File: src/rtl/fifo_sync_param.sv
// Single-clock parametrised FIFO: any depth >= 2, threshold flags,
// registered status pulses, occupancy count and optional FWFT read.
module fifo_sync_param #(
  parameter int DATA_WIDTH = 16,
  parameter int FIFO_DEPTH = 8,
  parameter int AF_TH      = FIFO_DEPTH - 1,
  parameter int AE_TH      = 1,
  parameter int FWFT       = 0,
  parameter int CNT_W      = $clog2(FIFO_DEPTH + 1)
) (
  input  logic                  clk,
  input  logic                  rst,
  input  logic                  wr_en,
  input  logic                  rd_en,
  input  logic [DATA_WIDTH-1:0] din,
  output logic [DATA_WIDTH-1:0] dout,
  output logic                  full,
  output logic                  empty,
  output logic                  almostfull,
  output logic                  almostempty,
  output logic                  wr_ack,
  output logic                  overflow,
  output logic                  underflow,
  output logic [CNT_W-1:0]      count
);

  localparam int PTR_W =
    (FIFO_DEPTH > 1) ? $clog2(FIFO_DEPTH) : 1;
  localparam logic [PTR_W-1:0] PTR_LAST =
    PTR_W'(FIFO_DEPTH - 1);

  logic [DATA_WIDTH-1:0] mem_q [FIFO_DEPTH];

  logic [PTR_W-1:0] wr_ptr_q, wr_ptr_d;
  logic [PTR_W-1:0] rd_ptr_q, rd_ptr_d;
  logic [CNT_W-1:0] count_q, count_d;
  logic             wr_ack_q, wr_ack_d;
  logic             ovf_q, ovf_d;
  logic             udf_q, udf_d;
  logic             wr_accept, rd_accept;

  assign full        = (count_q == CNT_W'(FIFO_DEPTH));
  assign empty       = (count_q == '0);
  assign almostfull  = (count_q >= CNT_W'(AF_TH));
  assign almostempty = (count_q <= CNT_W'(AE_TH));
  assign count       = count_q;
  assign wr_ack      = wr_ack_q;
  assign overflow    = ovf_q;
  assign underflow   = udf_q;

  // Pre-edge flags only: a same-cycle read never frees room for a write
  assign wr_accept = wr_en & ~full;
  assign rd_accept = rd_en & ~empty;

  always_comb begin
    wr_ptr_d = wr_ptr_q;
    rd_ptr_d = rd_ptr_q;
    count_d  = count_q;
    wr_ack_d = wr_accept;
    ovf_d    = wr_en & full;
    udf_d    = rd_en & empty;
    if (wr_accept)
      wr_ptr_d = (wr_ptr_q == PTR_LAST) ?
        '0 : wr_ptr_q + PTR_W'(1);
    if (rd_accept)
      rd_ptr_d = (rd_ptr_q == PTR_LAST) ?
        '0 : rd_ptr_q + PTR_W'(1);
    unique case ({wr_accept, rd_accept})
      2'b10:   count_d = count_q + CNT_W'(1);
      2'b01:   count_d = count_q - CNT_W'(1);
      default: count_d = count_q;
    endcase
  end

  always_ff @(posedge clk or posedge rst) begin
    if (rst) begin
      wr_ptr_q <= '0;
      rd_ptr_q <= '0;
      count_q  <= '0;
      wr_ack_q <= 1'b0;
      ovf_q    <= 1'b0;
      udf_q    <= 1'b0;
    end else begin
      wr_ptr_q <= wr_ptr_d;
      rd_ptr_q <= rd_ptr_d;
      count_q  <= count_d;
      wr_ack_q <= wr_ack_d;
      ovf_q    <= ovf_d;
      udf_q    <= udf_d;
    end
  end

  always_ff @(posedge clk) begin
    if (wr_accept)
      mem_q[wr_ptr_q] <= din;
  end

  if (FWFT != 0) begin : g_fwft
    assign dout = empty ? '0 : mem_q[rd_ptr_q];
  end else begin : g_std
    logic [DATA_WIDTH-1:0] dout_q;
    always_ff @(posedge clk or posedge rst) begin
      if (rst)
        dout_q <= '0;
      else if (rd_accept)
        dout_q <= mem_q[rd_ptr_q];
    end
    assign dout = dout_q;
  end

endmodule

File: config.mk
export PLATFORM = sky130hd
export DESIGN_NAME = fifo_sync_param
export DESIGN_NICKNAME = d
export VERILOG_FILES = /design/src/rtl/fifo_sync_param.sv
export SDC_FILE = /design/constraint.sdc
export NUM_CORES = 1
export LEC_CHECK = 0
export CAP_MARGIN = 25
export CORE_ASPECT_RATIO = 1.5
export CORE_MARGIN = 1
export CORE_UTILIZATION = 50
export DETAILED_ROUTE_END_ITERATION = 6
export PLACE_DENSITY = 0.73
export SYNTH_ARGS = -nofsm -noshare
export SYNTH_HDL_FRONTEND = slang
export SYNTH_SLANG_ARGS = --single-unit
File: constraint.sdc
create_clock -name clk -period 3 [get_ports clk]
set_clock_uncertainty 0.1 [all_clocks]
set_input_delay 0.45 -clock clk [delete_from_list [all_inputs] [get_ports clk]]
set_output_delay 0.45 -clock clk [all_outputs]
set_load 0.1 [all_outputs]
==> results summary <==
The critical path goes through inv_1, ha_1, nand3b_1, nand2_1, ha_1, or4b_1, a21oi_1, xor2_1. The cell family contributing the most delay on the critical path is simple AND/OR/NAND/NOR gates. The startpoint identified for the worst register-to-register timing path is count[1].

The area of the die came out at 13100 sq um. The diode insertion count for antenna repair is 0. The CTS clock-pin slew for the worst setup and hold paths is 0.06 ns.

The effective utilization at floorplan came out at 0.520. The endpoint arrival time on the critical path came out at 2.85 ns. The measured slew at the worst slew-check pin is 0.941 ns. The number of register bits inferred by synthesis is 157. After clock tree synthesis, the flow added hold-fix buffers numbering 0. The number of buffers added for setup after CTS is 0. Port buffering added 46 buffers. The number of violations of the max-capacitance limit is 0. The cell type with the largest total area after synthesis is sky130_fd_sc_hd__edfxtp_1. The final hold slack came out at 0.333 ns. After the flow finishes, the layout carries non-filler instances totaling 598. The maximum VDD drop is 0.00105 V. The synthesized netlist cell count is 365. The number of hold violations in the final report came out at 0. The routed via count is 3477.

The count of cell types in the netlist came out at 33. The number of gates given a new drive strength after cts is 0. The maximum number of pins on one net before global-route repair is 34. The via count of the first global-routing pass is 3703. The vias per cell is 5.81. The deepest clock path buffer count came out at 2. Once detail routing completed, the nets flagged for antenna violations numbered 0. The synthesis-to-finish area growth is 20.6%. For the final routed database, the setup TNS stands at 0 ns. The global-route wire length before repair came out at 19.2 mm. For this run, the top clock speed supported by timing is 383 MHz.

The initial antenna violation count is 0. For this run, the total global-route usage over all layers was measured as 0.207. The worst register-to-register path ends at count[3].

The met1 track demand over resource is 0.224. The TritonCTS clock tree is done. The total half-perimeter wirelength after legalization and detailed placement is 7.76 mm. The net count of the finished layout is 460. The die is 140 um tall. After synthesis the cells add up to 6310 sq um. After routing the design area is 7610 sq um. The type of the worst setup path is flop to flop. The I/O pin total came out at 47.

Yosys attributes the largest share of cell area to sky130_fd_sc_hd__edfxtp_1 (61%), sky130_fd_sc_hd__dfrtp_1 (11%), sky130_fd_sc_hd__mux2i_1 (5.2%). For this design the ratio of total power to cell area is 1160 nW/um^2. The critical-path maximum fanout is 9. The total of endpoints with negative setup slack in the final report came out at 0. After global routing, the most crowded layer is met2. The total core area came out at 12100 sq um. The routed wire length per instance is 21.3 um. The highest cell delay on the worst timing path is 0.45 ns. The average instance area after synthesis is 17.3 sq um. The setup check on the worst reg-to-reg path leaves a slack of 0.39 ns.

For met3 alone, demand over resource in global routing was 0.0585. The first routing iteration left 236 violations. The run finished with clean final reports. The final period demand of the worst path came out at 2.61 ns.

STA classifies the critical path startpoint as a flop. The cell area after placement is 7010 sq um. The met2 routing resource usage after global routing is 0.367.

The post-synthesis net count came out at 393. The proportion of synthesized chip area in sequential cells is 0.724. Counting the buffers created by CTS gives 17. The master of the slowest instance on the critical path is sky130_fd_sc_hd__or4b_1. In this run the core area contains 49 standard-cell rows. The slack of the critical path is 0.390 ns. The deepest level of the CTS H-tree is 4.

Setup repair after global routing left no endpoint under its margin. The worst max-slew margin expressed relative to the limit came out at 0.373. The minimum setup slack after placement is 0.404 ns.

The cell that appears most often on the critical path is sky130_fd_sc_hd__ha_1. The number of warning messages in the yosys log is 0. The final global-route overflow total is 0.

The share of synthesized area in the top cell type comes to 0.609. The number of detailed-route iterations in the first pass is 4. Clock tree synthesis selected as its root buffer the cell sky130_fd_sc_hd__clkbuf_16. The layout cell share with drive strength beyond 1 came out at 0.288. The width of the die is 93.7 um. The number of pins exceeding their max-slew limit in the final report came to 0. The number of placed instances with taps included came out at 566. Routability-driven placement finished with a final weighted congestion of 0.710.

Counting both buffers and inverters, the worst setup path holds a total of 1. STA classifies the critical path endpoint as a flop. After detailed routing, the number of remaining DRC violations is 0. The leakage power is 2.80 nW.

The final wirelength came out at 12.7 mm. The post-route fraction of the period consumed by the critical path came out at 0.870. The data required time at the worst endpoint is 3.24 ns. The number of cells traversed by the worst register-to-register path is 8.

The clock sink count came out at 157. The clock latency of the later-clocked register in the worst-skew pair is 0.42 ns. The min-delay analysis places its worst path in the category primary input to async pin.
-- worst min-delay path, stage by stage --
cell and delay, ns:
sky130_fd_sc_hd__clkdlybuf4s50_1 0.40, sky130_fd_sc_hd__inv_1 0.05, sky130_fd_sc_hd__buf_4 0.38
-- metal layers --
layer / part of all wire / vias up
li1: - / 1557
met1: 0.37 / 1768
met2: 0.55 / 125
met3: 0.058 / 27
met4: 0.024 / 0
met5: 0 / -
-- state kept, by name (all words and copies together) (netlist names) --
| signal | cells |
|---|---|
| dout | 16 |
| count | 4 |
| underflow | 1 |
| overflow | 1 |
| wr_ack | 1 |
| rd_ptr_q | 3 |
| wr_ptr_q | 3 |
| mem_q | 128 |
-- synthesized netlist by cell type --
master / number
sky130_fd_sc_hd__edfxtp_1: 128
sky130_fd_sc_hd__mux2i_1: 33
sky130_fd_sc_hd__dfrtp_1: 29
sky130_fd_sc_hd__mux2_2: 24
sky130_fd_sc_hd__o21ai_0: 18
sky130_fd_sc_hd__a22o_1: 16
sky130_fd_sc_hd__o22ai_1: 16
sky130_fd_sc_hd__o31ai_2: 16
sky130_fd_sc_hd__mux2_1: 13
sky130_fd_sc_hd__buf_2: 8
sky130_fd_sc_hd__ha_1: 8
sky130_fd_sc_hd__nor2_1: 8
sky130_fd_sc_hd__inv_1: 5
sky130_fd_sc_hd__nand2b_1: 5
sky130_fd_sc_hd__nor3_1: 5
sky130_fd_sc_hd__buf_6: 4
sky130_fd_sc_hd__clkbuf_1: 4
sky130_fd_sc_hd__nand2_1: 4
sky130_fd_sc_hd__and2_1: 2
sky130_fd_sc_hd__buf_4: 2
sky130_fd_sc_hd__inv_2: 2
sky130_fd_sc_hd__nor2b_1: 2
sky130_fd_sc_hd__xnor2_1: 2
sky130_fd_sc_hd__xor2_1: 2
sky130_fd_sc_hd__a21o_1: 1
sky130_fd_sc_hd__a21oi_1: 1
sky130_fd_sc_hd__nand3_1: 1
sky130_fd_sc_hd__nand3b_1: 1
sky130_fd_sc_hd__nand4b_1: 1
sky130_fd_sc_hd__nor3b_1: 1
sky130_fd_sc_hd__nor4_1: 1
sky130_fd_sc_hd__o21ai_1: 1
sky130_fd_sc_hd__or4b_1: 1
-- per-stage QoR --
stage,power (mW),util
after floorplan,5.81,-
after global placement,6.59,0.577
after detailed placement,6.70,0.577
after CTS,8.89,0.627
after global routing,9.15,0.627
final,8.83,0.627
-- area by class of cell --
class	count	area, sq um
repair buffers	66	568
clock inverters	13	174
clock buffers	19	433
fillers	873	4530
inverters	7	26.3
well taps	153	191
multi-input cells	183	1650
flip-flops and latches	157	4570
-- where the power goes --
group	leakage (nW)	total (mW)	switching (mW)	internal, mW
Clock	0.286	2.18	0.798	1.38
Combinational	1.00	3.52	2.41	1.11
Sequential	1.51	3.14	0.308	2.83
-- cells in the final DEF, fill, tap and decap left out, drive strengths merged --
cell	instances
edfxtp	128
buf	47
mux2	37
mux2i	33
dfrtp	29
clkdlybuf4s50	19
o21ai	19
clkbuf	19
o22ai	16
a22o	16
o31ai	16
nor2	8
ha	8
inv	7
nand2b	5
nor3	5
clkinv	5
nand2	4
clkinvlp	4
bufinv	4
nor2b	2
xnor2	2
xor2	2
and2	2
nor3b	1
nand3b	1
nand3	1
nor4	1
a21o	1
or4b	1
nand4b	1
a21oi	1
-- cells by family (layout without fill, tap and decap cells) --
group / count (synthesis) / in the layout / share of synthesized area
multiplexers: 70 / 70 / 0.118
AO/OA/AOI/OAI: 69 / 69 / 0.0868
buffers and inverters: 25 / 105 / 0.0224
adder cells (fa/ha/maj): 8 / 8 / 0.0159
flip-flops: 157 / 157 / 0.724
XOR/XNOR: 4 / 4 / 0.00555
AND/OR/NAND/NOR: 32 / 32 / 0.0272
-- worst max-delay path by stage --
stage             start          end  cells after the start
2_1_floorplan  count[2]  mem_q[2][0]                      3
3_3_place_gp      wr_en     count[3]                      6
3_5_place_dp   count[1]     count[3]                      8
4_1_cts        count[1]     count[3]                      8
5_1_grt        count[1]     count[3]                      8
6_report       count[1]     count[3]                      8
No activity file was read; power rests on OpenSTA's default activity.
